### src/rtl/fos_pkg.sv
// Shared types and elaboration-time helpers for the time-multiplexed first-order IIR section.
package fos_pkg;

    typedef enum logic {
        IDLE = 1'b0,
        MUL  = 1'b1
    } state_t;

    // Radix-4 Booth digits needed to cover a CW-bit signed multiplier plus its sign guard bit.
    function automatic int booth_digits(input int cw);
        return (cw + 2) / 2;
    endfunction

    function automatic int ch_width(input int nch);
        return (nch > 1) ? $clog2(nch) : 1;
    endfunction

endpackage

### src/rtl/fos_tdm_iir_booth_r4_seq.sv
// Iterative radix-4 Booth multiplier: one digit per cycle, full-width signed product.
module booth_r4_seq
    import fos_pkg::*;
#(
    parameter int W  = 32,
    parameter int CW = 11,
    localparam int PW = W + CW
) (
    input  logic          clk,
    input  logic          reset,
    input  logic          start,
    input  logic [W-1:0]  multiplicand,
    input  logic [CW-1:0] multiplier,
    output logic [PW-1:0] product,
    output logic          done
);

    localparam int M    = booth_digits(CW);
    localparam int MB   = 2 * M;
    localparam int CNTW = (M > 1) ? $clog2(M) : 1;

    logic [PW-1:0]   r_acc;
    logic [PW-1:0]   r_mcand;
    logic [MB:0]     r_mplier;
    logic [CNTW-1:0] r_cnt;
    logic            r_busy;
    logic [PW-1:0]   w_pp;

    // NOTE: every variable assigned in always_comb gets a default first, so no path can infer a latch.
    always_comb begin
        w_pp = '0;
        case (r_mplier[2:0])
            3'b001, 3'b010: w_pp = r_mcand;
            3'b011:         w_pp = r_mcand << 1;
            3'b100:         w_pp = -(r_mcand << 1);
            3'b101, 3'b110: w_pp = -r_mcand;
            default:        w_pp = '0;
        endcase
    end

    // The last digit's sum is presented combinationally so the caller can commit it on the same edge.
    assign product = r_acc + w_pp;
    assign done    = r_busy && (r_cnt == CNTW'(M - 1));

    // NOTE: sequential state uses non-blocking assignments so every register samples pre-edge values.
    always_ff @(posedge clk) begin
        if (reset) begin
            r_busy <= 1'b0;
            r_cnt  <= '0;
        end else if (start) begin
            r_busy <= 1'b1;
            r_cnt  <= '0;
        end else if (r_busy) begin
            r_cnt <= r_cnt + CNTW'(1);
            if (done) r_busy <= 1'b0;
        end
    end

    // NOTE: operand/accumulator registers need no reset; start always reloads them before use.
    always_ff @(posedge clk) begin
        if (start) begin
            r_acc    <= '0;
            r_mcand  <= {{CW{multiplicand[W-1]}}, multiplicand};
            r_mplier <= {{(MB - CW){multiplier[CW-1]}}, multiplier, 1'b0};
        end else if (r_busy) begin
            r_acc    <= product;
            r_mcand  <= r_mcand << 2;
            r_mplier <= r_mplier >> 2;
        end
    end

endmodule

### src/rtl/fos_tdm_iir.sv
// Transposed-form first-order IIR section shared by NCH channels through one sequential Booth multiplier.
module fos_tdm_iir
    import fos_pkg::*;
#(
    parameter int W    = 32,
    parameter int CW   = 11,
    parameter int NCH  = 4,
    parameter int FRAC = 0,
    localparam int CHW = ch_width(NCH)
) (
    input  logic           clk,
    input  logic           reset,
    input  logic           in_valid,
    output logic           in_ready,
    input  logic [CHW-1:0] in_ch,
    input  logic [W-1:0]   x_in,
    input  logic           coef_we,
    input  logic [CHW-1:0] coef_ch,
    input  logic [CW-1:0]  coef_data,
    output logic           out_valid,
    input  logic           out_ready,
    output logic [CHW-1:0] out_ch,
    output logic [W-1:0]   y_out
);

    localparam int  PW         = W + CW;
    localparam bit  FULL_RANGE = (NCH == (1 << CHW));

    state_t         r_state;
    state_t         w_state_next;

    logic [W-1:0]   r_s [NCH];
    logic [CW-1:0]  r_a [NCH];
    logic [W-1:0]   r_x;
    logic [CHW-1:0] r_ch;
    logic           r_out_valid;
    logic [W-1:0]   r_y_out;
    logic [CHW-1:0] r_out_ch;

    logic           w_in_ch_ok;
    logic           w_coef_ch_ok;
    logic           w_accept;
    logic           w_done;
    logic           w_booth_done;
    logic [W-1:0]   w_y;
    logic [PW-1:0]  w_prod;
    logic [W-1:0]   w_s_next;

    assign w_in_ch_ok   = FULL_RANGE || (int'(in_ch) < NCH);
    assign w_coef_ch_ok = FULL_RANGE || (int'(coef_ch) < NCH);
    assign w_accept     = in_valid && in_ready && w_in_ch_ok;
    assign w_done       = w_booth_done && (r_state == MUL);

    assign w_y      = x_in + r_s[in_ch];
    assign w_s_next = W'($signed(w_prod) >>> FRAC) - r_x;

    booth_r4_seq #(
        .W  (W),
        .CW (CW)
    ) u_booth (
        .clk          (clk),
        .reset        (reset),
        .start        (w_accept),
        .multiplicand (w_y),
        .multiplier   (r_a[in_ch]),
        .product      (w_prod),
        .done         (w_booth_done)
    );

    always_ff @(posedge clk) begin
        if (reset) r_state <= IDLE;
        else       r_state <= w_state_next;
    end

    always_comb begin
        w_state_next = r_state;
        case (r_state)
            IDLE:    if (w_accept) w_state_next = MUL;
            MUL:     if (w_done)   w_state_next = IDLE;
            default: w_state_next = IDLE;
        endcase
    end

    always_comb begin
        in_ready = (r_state == IDLE) && !r_out_valid;
    end

    // NOTE: the per-channel state and coefficient arrays are reset explicitly, so a reset really restarts every channel.
    always_ff @(posedge clk) begin
        if (reset) begin
            for (int c = 0; c < NCH; c++) begin
                r_s[c] <= '0;
                r_a[c] <= '0;
            end
            r_x         <= '0;
            r_ch        <= '0;
            r_out_valid <= 1'b0;
            r_y_out     <= '0;
            r_out_ch    <= '0;
        end else begin
            // The multiplier already holds the pre-write coefficient, so a write here never affects an in-flight sample.
            if (coef_we && w_coef_ch_ok) r_a[coef_ch] <= coef_data;
            if (w_done) r_s[r_ch] <= w_s_next;
            if (w_accept) begin
                r_x         <= x_in;
                r_ch        <= in_ch;
                r_out_valid <= 1'b1;
                r_y_out     <= w_y;
                r_out_ch    <= in_ch;
            end else if (r_out_valid && out_ready) begin
                r_out_valid <= 1'b0;
            end
        end
    end

    assign out_valid = r_out_valid;
    assign y_out     = r_y_out;
    assign out_ch    = r_out_ch;

endmodule

### config.mk
export PLATFORM = sky130hd
export DESIGN_NAME = fos_tdm_iir
export DESIGN_NICKNAME = d
export VERILOG_FILES = /design/src/rtl/fos_pkg.sv /design/src/rtl/fos_tdm_iir_booth_r4_seq.sv /design/src/rtl/fos_tdm_iir.sv
export SDC_FILE = /design/constraint.sdc
export NUM_CORES = 1
export LEC_CHECK = 0
export ABC_AREA = 1
export CORE_MARGIN = 2
export CORE_UTILIZATION = 46
export DETAILED_ROUTE_END_ITERATION = 8
export GPL_ROUTABILITY_DRIVEN = 0
export PLACE_DENSITY = 0.67
export SLEW_MARGIN = 20
export SYNTH_ARGS = -nofsm -noshare
export SYNTH_HDL_FRONTEND = slang
export SYNTH_SLANG_ARGS = --single-unit
### constraint.sdc
create_clock -name clk -period 13.4 [get_ports clk]
set_input_delay 2.68 -clock clk [delete_from_list [all_inputs] [get_ports clk]]
set_output_delay 2.68 -clock clk [all_outputs]
set_load 0.01 [all_outputs]
==> results.toml <==
[clock_network]
post-cts-setup-buffers = 0
clk_path_buf_depth = 3
clock-sinks = 320
numCtsBuffers = 37
clkTransAtPathRegs_ns = 0.06
cts_tree = "done"
post_cts_resized = 0
clock_latency_ns = 0.58
htreeDepth = 2
cts_root_buf = "clkbuf_16"
hold_buffers = 0

[pwr]
leakagePower_uw = 0.00876
p_total_uw = 4690
p_per_area_mw_per_mm2 = 219
ir_drop_mv = 0.151

[detailed_routing]
vias = 16700
drtPass1Iterations = 6
via_per_inst = 5.73
wl_mm = 58.0
dr.first_iter.drc_count = 1816
ant_nets = 0
drc = 0
wl_per_cell_um = 19.9

[place]
dpl.hpwl_mm = 42.6
port_buffers = 87

[global_routing]
grtUsageTotal_pct = 27.2
antenna_found_initial = 0
grt_pass1_wl_mm = 89.0
grt.overflow.total = 0
grt_pass1_vias = 15700
grt_max_degree = 95

[sta]
post-route-period-util_pct = 48.5
final-max-slew-violation-count = 0
final-setup-viol-count = 0
hold_violations = 0
worstMarginPinSlew_ns = 1.11
finalSetupTns_ns = 0
finalCriticalPeriod_ns = 6.50
rsz0062_at_grt = "no"
max_freq_ghz = 0.154
slew_headroom_pct = 26.2
clock_skew_ns = 0.0246

[critical_path]
crit_required_ns = 13.82
reg2reg_from = "u_booth.r_mplier[1]$_DFFE_PP_"
worst_ep_arrival_time_ns = 6.92
critical_path.endpoint = "r_s[2][30]$_SDFFCE_PN0P_"
critPathKind = "reg2reg"
reg2reg_depth = 25
critPathCaptureType = "register"
cp_max_fo = 25
rrSetupSlack_ns = 6.90
timing.rr.end = "r_s[2][30]$_SDFFCE_PN0P_"
critPathLaunch = "u_booth.r_mplier[1]$_DFFE_PP_"
start_kind = "register"

[hold_path]
min_from = "u_booth.r_acc[24]$_SDFFE_PP0P_"
hp-class = "reg2reg"

[logic_synthesis]
synth_nets = 2441
synthesis.area_mm2 = 0.0189
synth-seq-area-share_pct = 45.2
ys.warnings.count = 0
ys_ff_latch = 320
ys.flop_type = "edfxtp_1"
postSynthCellCount = 2290
avgSynthCellArea_um2 = 8.26
synth_cell_types = 56
synth-edff-count = 215
async_reset_ff_share_pct = 0

[cells_and_area]
post-route-util_pct = 52.6
finalNetCount = 2500
syn_to_final_growth_pct = 13.2
drive_gt1_share_pct = 5.97

[floorplanning]
core_area_mm2 = 0.0407
initial_core_util_pct = 46.4
die_area_mm2 = 0.0428
die_height_um = 207
std_cell_rows = 74
dieWidth_um = 207
pin_count = 88

[status]
status = "completed"

[job]
drv_cap = 0
-- kinds of logic after synthesis --
logic type	after synthesis	synth area share, %
and+or+nand+nor	829	18.1
buffers and inverters	340	6.83
adders and majority gates	99	6.67
AOI/OAI and AO/OA	616	19.1
DFF	320	45.2
xor gates and xnor gates	86	3.98
-- worst min path at each step --
stage,end,slack [ns],depth (start not counted)
2_1_floorplan,u_booth.r_acc[21]$_SDFFE_PP0P_,0.43,2
4_1_cts,u_booth.r_acc[24]$_SDFFE_PP0P_,0.46,2
3_5_place_dp,y_out[3]$_SDFFE_PP0P_,0.45,2
6_report,u_booth.r_acc[24]$_SDFFE_PP0P_,0.46,2
5_1_grt,r_x[2]$_SDFFE_PP0P_,0.48,2
3_3_place_gp,y_out[9]$_SDFFE_PP0P_,0.44,2
-- metal layers --
| metal | vias up | global-route usage, % | routed length (um) |
|---|---|---|---|
| li1 | 7981 | - | - |
| met1 | 7866 | 36.8 | 24600 |
| met2 | 692 | 42.8 | 26000 |
| met3 | 140 | 3.88 | 4350 |
| met4 | 0 | 14.0 | 3030 |
| met5 | - | 0 | 0 |
-- worst max-delay path: stages (launching register included) --
cell      delay (ns)
edfxtp_1        0.38
nand2_1         0.14
nand2_1         0.09
nor2_2          0.84
inv_1           0.43
o21ai_0         0.29
ha_1            0.37
a21oi_1         0.18
nand2_1         0.18
nand4_1         0.14
nand2_1         0.09
a21oi_1         0.33
o21bai_1        0.16
a21oi_1         0.34
o211ai_1        0.17
and2_1          0.23
ha_1            0.36
nand2_1         0.10
nor4_1          0.38
nand2_1         0.11
nand3_1         0.20
nand4_1         0.11
nand2_1         0.09
xor2_1          0.43
inv_2           0.11
nor2_1          0.11
-- cell type report --
type                            instances  area [um^2]
Fill cell                            3800        19300
Multi-Input combinational cell       1630         9090
Sequential cell                       320         8560
Timing Repair Buffer                  108         1020
Clock buffer                           45          987
Inverter                              252          946
Tap cell                              532          666
Clock inverter                         22          146
Antenna cell                            1         2.50
-- power breakdown --
group | internal [uW] | switching, uW
clock | 533 | 429
sequential | 1170 | 65.9
combinational | 753 | 1740
-- sequential cells by signal, indices dropped and copies added (netlist names), 2 cells and up --
signal and count:
out_ch 2, r_a 44, r_s 128, r_x 32, u_booth.r_acc 32, u_booth.r_cnt 3
u_booth.r_mcand 32, u_booth.r_mplier 12, y_out 32
-- Yosys cell counts (4+ instances only) --
cell type / count / area [um^2]
a21oi_1: 173 / 866
a21boi_2: 4 / 45.0
xor2_1: 61 / 534
o21bai_1: 16 / 120
o21ai_2: 11 / 96.3
edfxtp_1: 215 / 6460
nor2_2: 10 / 62.6
nand3_2: 7 / 70.1
o22ai_1: 55 / 344
a31oi_1: 18 / 113
inv_1: 242 / 908
o211ai_1: 5 / 37.5
ha_1: 96 / 1200
nand3_1: 64 / 320
nor2_1: 369 / 1390
a22oi_1: 4 / 30.0
a21oi_2: 4 / 35.0
a21o_1: 5 / 37.5
buf_2: 12 / 60.1
o21ai_1: 23 / 115
nand4_1: 8 / 50.1
o21ai_0: 227 / 1140
inv_2: 8 / 30.0
o21a_1: 8 / 60.1
a221oi_1: 4 / 35.0
a21boi_0: 4 / 30.0
buf_1: 9 / 33.8
clkbuf_1: 67 / 251
xnor2_1: 25 / 219
a22o_1: 19 / 166
dfxtp_1: 105 / 2100
nand2_1: 324 / 1220
nor3_1: 21 / 105
a221o_1: 19 / 190
nor4_1: 7 / 43.8
a32o_1: 8 / 80.1
-- metrics by stage --
stage | setup slack, ns | instance area [um^2] | hold WS (ns) | cells
final | 6.90 | 21400 | 0.458 | 2910
after global routing | 6.38 | 21400 | 0.477 | 2909
after CTS | 6.95 | 21400 | 0.459 | 2909
after detailed placement | 6.65 | 20300 | 0.449 | 2842
after global placement | 6.74 | 20300 | 0.442 | 2842
after floorplan | 7.16 | 18900 | 0.433 | 2290
-- layout by cell type (no fill, tap or decap), types with 5 or more instances in the layout --
| master | count |
|---|---|
| nor2_1 | 366 |
| nand2_1 | 323 |
| inv_1 | 239 |
| o21ai_0 | 227 |
| edfxtp_1 | 215 |
| a21oi_1 | 173 |
| dfxtp_1 | 105 |
| ha_1 | 96 |
| clkdlybuf4s50_1 | 86 |
| nand3_1 | 64 |
| xor2_1 | 61 |
| o22ai_1 | 55 |
| clkbuf_16 | 38 |
| xnor2_1 | 25 |
| o21ai_1 | 23 |
| nor3_1 | 21 |
| buf_4 | 21 |
| a221o_1 | 19 |
| a22o_1 | 19 |
| a31oi_1 | 18 |
| o21bai_1 | 16 |
| nor2_2 | 13 |
| o21ai_2 | 11 |
| inv_2 | 10 |
| clkinv_2 | 10 |
| clkinv_1 | 9 |
| nand4_1 | 8 |
| o21a_1 | 8 |
| a32o_1 | 8 |
| nor4_1 | 7 |
| nand3_2 | 7 |
| clkbuf_1 | 6 |
| o211ai_1 | 5 |
| a21o_1 | 5 |
Power figures use the tool's default switching activity.
